--- src/rtl/marquee_seq.sv ---
// marquee_seq: parametrised LED marquee sequencer.
// A prescaler produces a step tick every (DIV >> speed) cycles (minimum 1).
// On each tick the WIDTH-bit pattern rotates left, rotates right, bounces
// or performs a Johnson fill/empty, selected at run time by mode.
// Optional feature: define MARQUEE_PWM_EN to add a 4-bit duty input that
// dims the LEDs with a free-running 16-step PWM mask.
module marquee_seq #(
    parameter int               WIDTH = 12,
    parameter int               DIV   = 12500000,
    parameter logic [WIDTH-1:0] SEED  = 1
) (
    input  logic             clk,
    input  logic             reset,
    input  logic             en,
    input  logic [1:0]       mode,
    input  logic [1:0]       speed,
    input  logic             seed_load,
    input  logic [WIDTH-1:0] seed,
`ifdef MARQUEE_PWM_EN
    input  logic [3:0]       duty,
`endif
    output logic [WIDTH-1:0] Q,
    output logic             step_tick
);

    localparam int                CNT_W = (DIV < 1) ? 1 : $clog2(DIV + 1);
    localparam logic [CNT_W-1:0]  DIV_C = CNT_W'(DIV);

    typedef enum logic {
        DIR_LEFT  = 1'b0,
        DIR_RIGHT = 1'b1
    } dir_t;

    logic [WIDTH-1:0] pattern, pattern_nxt;
    logic [CNT_W-1:0] cnt, cnt_nxt;
    dir_t             dir, dir_nxt;
    logic             tick_nxt;
    logic [CNT_W-1:0] period, period_m1;

    function automatic logic [WIDTH-1:0] rot_left(input logic [WIDTH-1:0] v);
        return {v[WIDTH-2:0], v[WIDTH-1]};
    endfunction

    function automatic logic [WIDTH-1:0] rot_right(input logic [WIDTH-1:0] v);
        return {v[0], v[WIDTH-1:1]};
    endfunction

    function automatic logic [WIDTH-1:0] johnson(input logic [WIDTH-1:0] v);
        return {v[WIDTH-2:0], ~v[WIDTH-1]};
    endfunction

    // Step period from the speed select, clamped so a tick can never be skipped.
    always_comb begin
        period = DIV_C >> speed;
        if (period == '0) begin
            period = CNT_W'(1);
        end
        period_m1 = period - CNT_W'(1);
    end

    // Next-state logic: seed load beats pause, pause beats normal stepping.
    always_comb begin
        pattern_nxt = pattern;
        cnt_nxt     = cnt;
        dir_nxt     = dir;
        tick_nxt    = 1'b0;
        if (seed_load) begin
            pattern_nxt = seed;
            cnt_nxt     = '0;
            dir_nxt     = DIR_LEFT;
        end else if (en) begin
            // >= rather than == so a mid-count speed-up ticks at once instead of wrapping
            if (cnt >= period_m1) begin
                cnt_nxt  = '0;
                tick_nxt = 1'b1;
                dir_nxt  = DIR_LEFT;
                case (mode)
                    2'd0: pattern_nxt = rot_left(pattern);
                    2'd1: pattern_nxt = rot_right(pattern);
                    2'd2: begin
                        if (dir == DIR_LEFT && pattern[WIDTH-1]) begin
                            dir_nxt     = DIR_RIGHT;
                            pattern_nxt = rot_right(pattern);
                        end else if (dir == DIR_RIGHT && pattern[0]) begin
                            dir_nxt     = DIR_LEFT;
                            pattern_nxt = rot_left(pattern);
                        end else if (dir == DIR_RIGHT) begin
                            dir_nxt     = DIR_RIGHT;
                            pattern_nxt = rot_right(pattern);
                        end else begin
                            dir_nxt     = DIR_LEFT;
                            pattern_nxt = rot_left(pattern);
                        end
                    end
                    default: pattern_nxt = johnson(pattern);
                endcase
            end else begin
                cnt_nxt = cnt + CNT_W'(1);
            end
        end
    end

    // State registers with synchronous reset to the power-on pattern.
    always_ff @(posedge clk) begin
        if (reset) begin
            pattern   <= SEED;
            cnt       <= '0;
            dir       <= DIR_LEFT;
            step_tick <= 1'b0;
        end else begin
            pattern   <= pattern_nxt;
            cnt       <= cnt_nxt;
            dir       <= dir_nxt;
            step_tick <= tick_nxt;
        end
    end

`ifdef MARQUEE_PWM_EN
    logic [3:0] pwm_cnt;

    // Free-running dimming counter, independent of en.
    always_ff @(posedge clk) begin
        if (reset) begin
            pwm_cnt <= 4'd0;
        end else begin
            pwm_cnt <= pwm_cnt + 4'd1;
        end
    end

    assign Q = pattern & {WIDTH{pwm_cnt < duty}};
`else
    assign Q = pattern;
`endif

endmodule
--- config.mk ---
export PLATFORM = sky130hd
export DESIGN_NAME = marquee_seq
export DESIGN_NICKNAME = d
export VERILOG_FILES = /design/src/rtl/marquee_seq.sv
export SDC_FILE = /design/constraint.sdc
export NUM_CORES = 1
export LEC_CHECK = 0
export CAP_MARGIN = 10
export CORE_UTILIZATION = 50
export CTS_CLUSTER_SIZE = 20
export DETAILED_ROUTE_END_ITERATION = 7
export GPL_TIMING_DRIVEN = 0
export PLACE_DENSITY = 0.74
export SYNTH_ARGS = -nofsm -noshare
export SYNTH_HDL_FRONTEND = slang
export SYNTH_SLANG_ARGS = --single-unit
--- constraint.sdc ---
create_clock -name clk -period 2.9 [get_ports clk]
set_clock_uncertainty 0.05 [all_clocks]
set_input_delay 0.29 -clock clk [delete_from_list [all_inputs] [get_ports clk]]
set_output_delay 0.29 -clock clk [all_outputs]
set_load 0.01 [all_outputs]
# After elaboration in Yosys (flattened, before gate mapping)
# Index checks and enable logic that the tools add are counted.
[word_totals] out_inout_bits=13 regBits=38 word_cells=37
[op_classes] eq_ne=2 shift=1 reduce_logical=10 n_addsub=2 mux=14 magnitude_cmp=1 n_bitwise=3
[ops] operator="$mux W12" n=6
[ops] operator="$mux W24" n=2
[ops] operator="$pmux W12 S3" n=1
[ops] operator="$add A24 B1 Y24 const B" n=1
[ops] operator="$ge A24 B24 Y1" n=1
[ops] operator="$logic_not A24 Y1" n=1
[ops] operator="$shr A24 B2 Y24 const A" n=1
[ops] operator="$sub A24 B1 Y24 const B" n=1
[ops] operator="$mux W1" n=5
[ops] operator="$reduce_and A2 Y1" n=2
[ops] operator="$reduce_bool A2 Y1" n=2
[ops] operator="$not A1 Y1" n=3
[ops] operator="$reduce_or A3 Y1" n=1
[ops] operator="$eq A2 B1 Y1 const B" n=1
[ops] operator="$eq A2 B2 Y1 const B" n=1
[ops] operator="$logic_and A1 B1 Y1" n=2
[ops] operator="$logic_not A2 Y1" n=1
[ops] operator="$reduce_or A2 Y1" n=1

# Longest topological paths before layout
[logic_depth] ltp_word=8 depth_mapped=14 ltp_nobuf=12

# Worst setup path after synthesis
# OpenSTA, ideal clock, no wires.
[synth_path] kind="in2reg" startpoint="in speed[1]" endpoint="reg pattern[10], in the netlist Q[10]" t_arrival_ns=2.430 n_path_buf=1 cell_stages=13 required_ns=2.728 slack_ns=0.298 path_cell_list="inv_1 nor2_1 inv_1 ha_1 nand2_1 ha_1 a21o_1 a221o_1 a31oi_1 nor4b_4 o21a_1 buf_6 o311a_1"
[synth_via] elab_chain_cells=7
[synth_rtl] element="from (decl)" line_no="16" source="input logic [1:0] speed,"
[synth_rtl] element="$shr A24 B2 Y24 *" line_no="54" source="period = DIV_C >> speed;"
[synth_rtl] element="$logic_not A24 Y1" line_no="55" source="if (period == '0) begin"
[synth_rtl] element="$mux W24 *" line_no="55"
[synth_rtl] element="$sub A24 B1 Y24 *" line_no="58" source="period_m1 = period - CNT_W'(1);"
[synth_rtl] element="$ge A24 B24 Y1 *" line_no="73" source="if (cnt >= period_m1) begin"
[synth_rtl] element="$reduce_bool A2 Y1 (no line) *"
[synth_rtl] element="$reduce_and A2 Y1 (no line) *"
[synth_rtl] element="to (signal assigned)" line_no="111" source="pattern <= pattern_nxt;"
[synth_rtl] element="to (decl)" line_no="34" source="logic [WIDTH-1:0] pattern, pattern_nxt;"
# Every way passes the cells marked *; elsewhere a longest branch is shown, timed or not.
# A chain may end at the register's enable or synchronous reset.

# Worst setup path in the final report
[layout_path] startpoint="in speed[1]" endpoint="reg pattern[9], in the netlist Q[9]"
# The elaborated chain is that of the path after synthesis.

==> impl_metrics.py <==
metrics = {
    "synth": {
        "ys_warn_count": 0,
        "synth_edf_count": 0,
        "synth_seq_cells": 38,
        "synth_area_um2": 2799,
        "async_reset_ff_frac": 0,
        "ys_types": 55,
        "synthCells": 322,
        "syn_area_per_cell_um2": 8.692,
        "ys_seq_area_frac": 0.2718,
        "synth-main-ff-cell": "dfxtp_1",
    },
    "grt": {
        "grt_pass1_vias": 2415,
        "overflow": 0,
        "grt_pass1_wl_um": 11320,
        "grt.total_usage": 0.2375,
        "grt_max_degree": 12,
        "antenna_found_initial": 0,
    },
    "placement": {
        "io_buffer_count": 32,
        "dp.cells": 425,
        "dpl_cell_area_um2": 3211,
        "hpwl_um": 4848,
        "pre_cts_ws_ns": -0.6571,
        "gp_congestion": 0.8321,
    },
    "setup_path": {
        "cp.required_ns": 3.01,
        "crit_chain": "clkbuf_2 > inv_1 > nor2_1 > ha_1 > and2_4 > a21o_1 > maj3_2 > a221o_1 > buf_6 > clkbuf_1 > o2111ai_1 > o221ai_1",
        "cp_top_family": "compound AO/OA/AOI/OAI gates",
        "arrival_ns": 2.80,
        "crit_buf_inv": 4,
        "cp_max_fo": 10,
        "max_stage_delay_ns": 0.36,
        "cp-end-kind": "flop",
        "rrSetupSlack_ns": 0.22,
        "timing.rr.end": "Q[9]$_SDFFE_PP0P_",
        "r2r-start": "cnt[17]$_SDFFE_PP0P_",
        "r2r_cells": 9,
        "slowest_stage": "a221o_1",
        "critical_path_class": "input port to flop",
        "cp-start-kind": "input port",
    },
    "outcome": {
        "outcome": "complete, no violations",
    },
    "clock_tree": {
        "cts_root_buffer": "clkbuf_8",
        "cts_tree": "yes",
        "cts_max_path_buffers": 2,
        "clk-insertion-delay-late_ns": 0.30,
        "clk_pin_slew_ns": 0.08,
        "h-tree-depth": 2,
        "hold_buffers": 0,
        "cts_buffers": 5,
        "clock_sinks": 38,
    },
    "finish": {
        "area_delta_synth_final_pct": 18.78,
        "drive_gt1_frac": 0.1507,
        "final_area_um2": 3324,
        "num-fill-cells": 470,
        "final_util": 0.6347,
        "n_antenna_cell": 0,
        "final_common_cell": "dfxtp_1",
        "fin_nets": 405,
        "fin_cells": 435,
        "final_cell_mix": "dfxtp_1 (38), clkdlybuf4s50_1 (30), nand2_1 (28)",
    },
    "sta": {
        "drv_slew": 0,
        "max_freq_mhz": 371.7,
        "fin_setup_tns_ns": 0,
        "whs_ns": 0.4972,
        "post-route-period-util": 0.9277,
        "finalHoldViolCount": 0,
        "period_needed_ns": 2.690,
        "relSlewSlack": 0.3279,
        "rsz0062_at_grt": "no",
        "setup_viol": 0,
        "tightest_slew_ns": 1.003,
        "final.setup.worst_slack_ns": 0.2097,
    },
    "worst_hold_path": {
        "hold_start": "cnt[0]$_SDFFE_PP0P_",
        "hold_class": "flop to flop",
        "hold_path_end": "cnt[0]$_SDFFE_PP0P_",
        "hold_depth": 2,
    },
    "pwr": {
        "totalPowerFinal_mw": 1.110,
        "peakVddDrop_mv": 0.2309,
        "p_leak_nw": 1.273,
        "powerDensity_nw_per_um2": 333.9,
    },
    "route": {
        "wl_met2_um": 3022,
        "drt-initial-drc-count": 130,
        "drt_pass1_iterations": 4,
        "wl_per_cell_um": 15.40,
        "m1WireLength_um": 3260,
        "drcViolationCount": 0,
        "viasPerCell": 5.855,
        "vias": 2547,
        "highest_layer": "met4",
        "drt_wl_total_um": 6698,
        "wl_met3_um": 306,
        "drtAntennaViolNets": 0,
    },
    "floorplan": {
        "core_area_um2": 5238,
        "die_h_um": 76.82,
        "start_util": 0.5344,
        "pin_count": 33,
        "die_x_um": 76.82,
        "die_area_um2": 5901,
        "rows": 26,
    },
    "run": {
        "drv_cap": 0,
    },
}
## sequential cells by signal, indices dropped and copies added, names as in the netlist
name / count
Q: 12
cnt: 24
dir: 1
step_tick: 1
## layout make-up
type / instances / area [um2] / share of cell area
buffer: 21 / 117.6 / 0.03538
clock buffer: 7 / 86.33 / 0.02597
clock inverter: 1 / 5.005 / 0.001505
inverter: 19 / 71.32 / 0.02145
multi-input combinational: 245 / 1871 / 0.5627
sequential: 38 / 760.7 / 0.2288
tap: 70 / 87.58 / 0.02635
timing repair buffer: 34 / 325.3 / 0.09785
## power by group
part | leakage, nW | total (mW) | internal, mW | switching [mW]
combinational | 0.916 | 0.170 | 0.0822 | 0.0881
clock | 0.0482 | 0.392 | 0.192 | 0.200
sequential | 0.309 | 0.548 | 0.533 | 0.0153
## kinds of logic (layout without fill, tap and decap cells)
kind of cell             after synthesis  after routing  share of synthesized area
AND/OR/NAND/NOR                      124            124                     0.2874
AO/OA/AOI/OAI                         66             66                     0.1730
buffers and inverters                 40             82                    0.06705
flip-flops                            38             38                     0.2718
XOR/XNOR                              23             23                    0.07197
adder cells (fa/ha/maj)               22             22                    0.09790
multiplexers                           7              7                    0.02816
other                                  2              3                   0.002683
## tightest hold or removal path, cell delays in order (launching register included)
cell and delay (ns):
dfxtp_1 0.36, nand2b_1 0.09, a21oi_1 0.05
## per-layer routing
metal  global-route usage  vias to the layer above
met3              0.03929                        9
met1               0.3176                     1214
met2               0.3786                       67
met5                    0                        -
met4              0.09231                        0
li1                     -                     1257
## timing repair
action	4_1_cts	5_1_grt
gates resized for setup	6	5
setup buffers	2	0
gates cloned	0	0
setup endpoints to repair	38	37
## synthesized netlist by cell type (4+ instances only)
cell | number | area, um2
or3b_1 | 6 | 52.55
nor3_2 | 21 | 210.2
buf_6 | 5 | 56.30
xnor2_1 | 10 | 87.58
and3_1 | 4 | 25.02
and2_1 | 5 | 31.28
nand3_1 | 8 | 40.04
xor2_1 | 13 | 113.9
nand4_1 | 7 | 43.79
o221ai_1 | 8 | 70.07
a21oi_1 | 12 | 60.06
inv_1 | 19 | 71.32
clkbuf_1 | 16 | 60.06
o21ai_0 | 10 | 50.05
o211ai_1 | 4 | 30.03
a21o_1 | 4 | 30.03
ha_1 | 21 | 262.8
nand2_1 | 28 | 105.1
dfxtp_1 | 38 | 760.7
nor2_1 | 14 | 52.55
o2111ai_1 | 9 | 78.83
mux2_2 | 6 | 67.56
## worst max-delay path by stage
stage / from / endpoint / slack, ns / depth (start not counted)
floorplan: speed[1] / Q[10]$_SDFFE_PP0P_ / 0.30 / 13
global placement: speed[1] / Q[7]$_SDFFE_PP0P_ / -0.61 / 14
detailed placement: speed[0] / Q[7]$_SDFFE_PP0P_ / -0.66 / 11
CTS: speed[1] / cnt[13]$_SDFFE_PP0P_ / 0.07 / 15
global route: speed[1] / cnt[10]$_SDFFE_PP0P_ / 0.07 / 15
finish: speed[1] / Q[9]$_SDFFE_PP0P_ / 0.21 / 12
(Power assumes the default switching activity.)
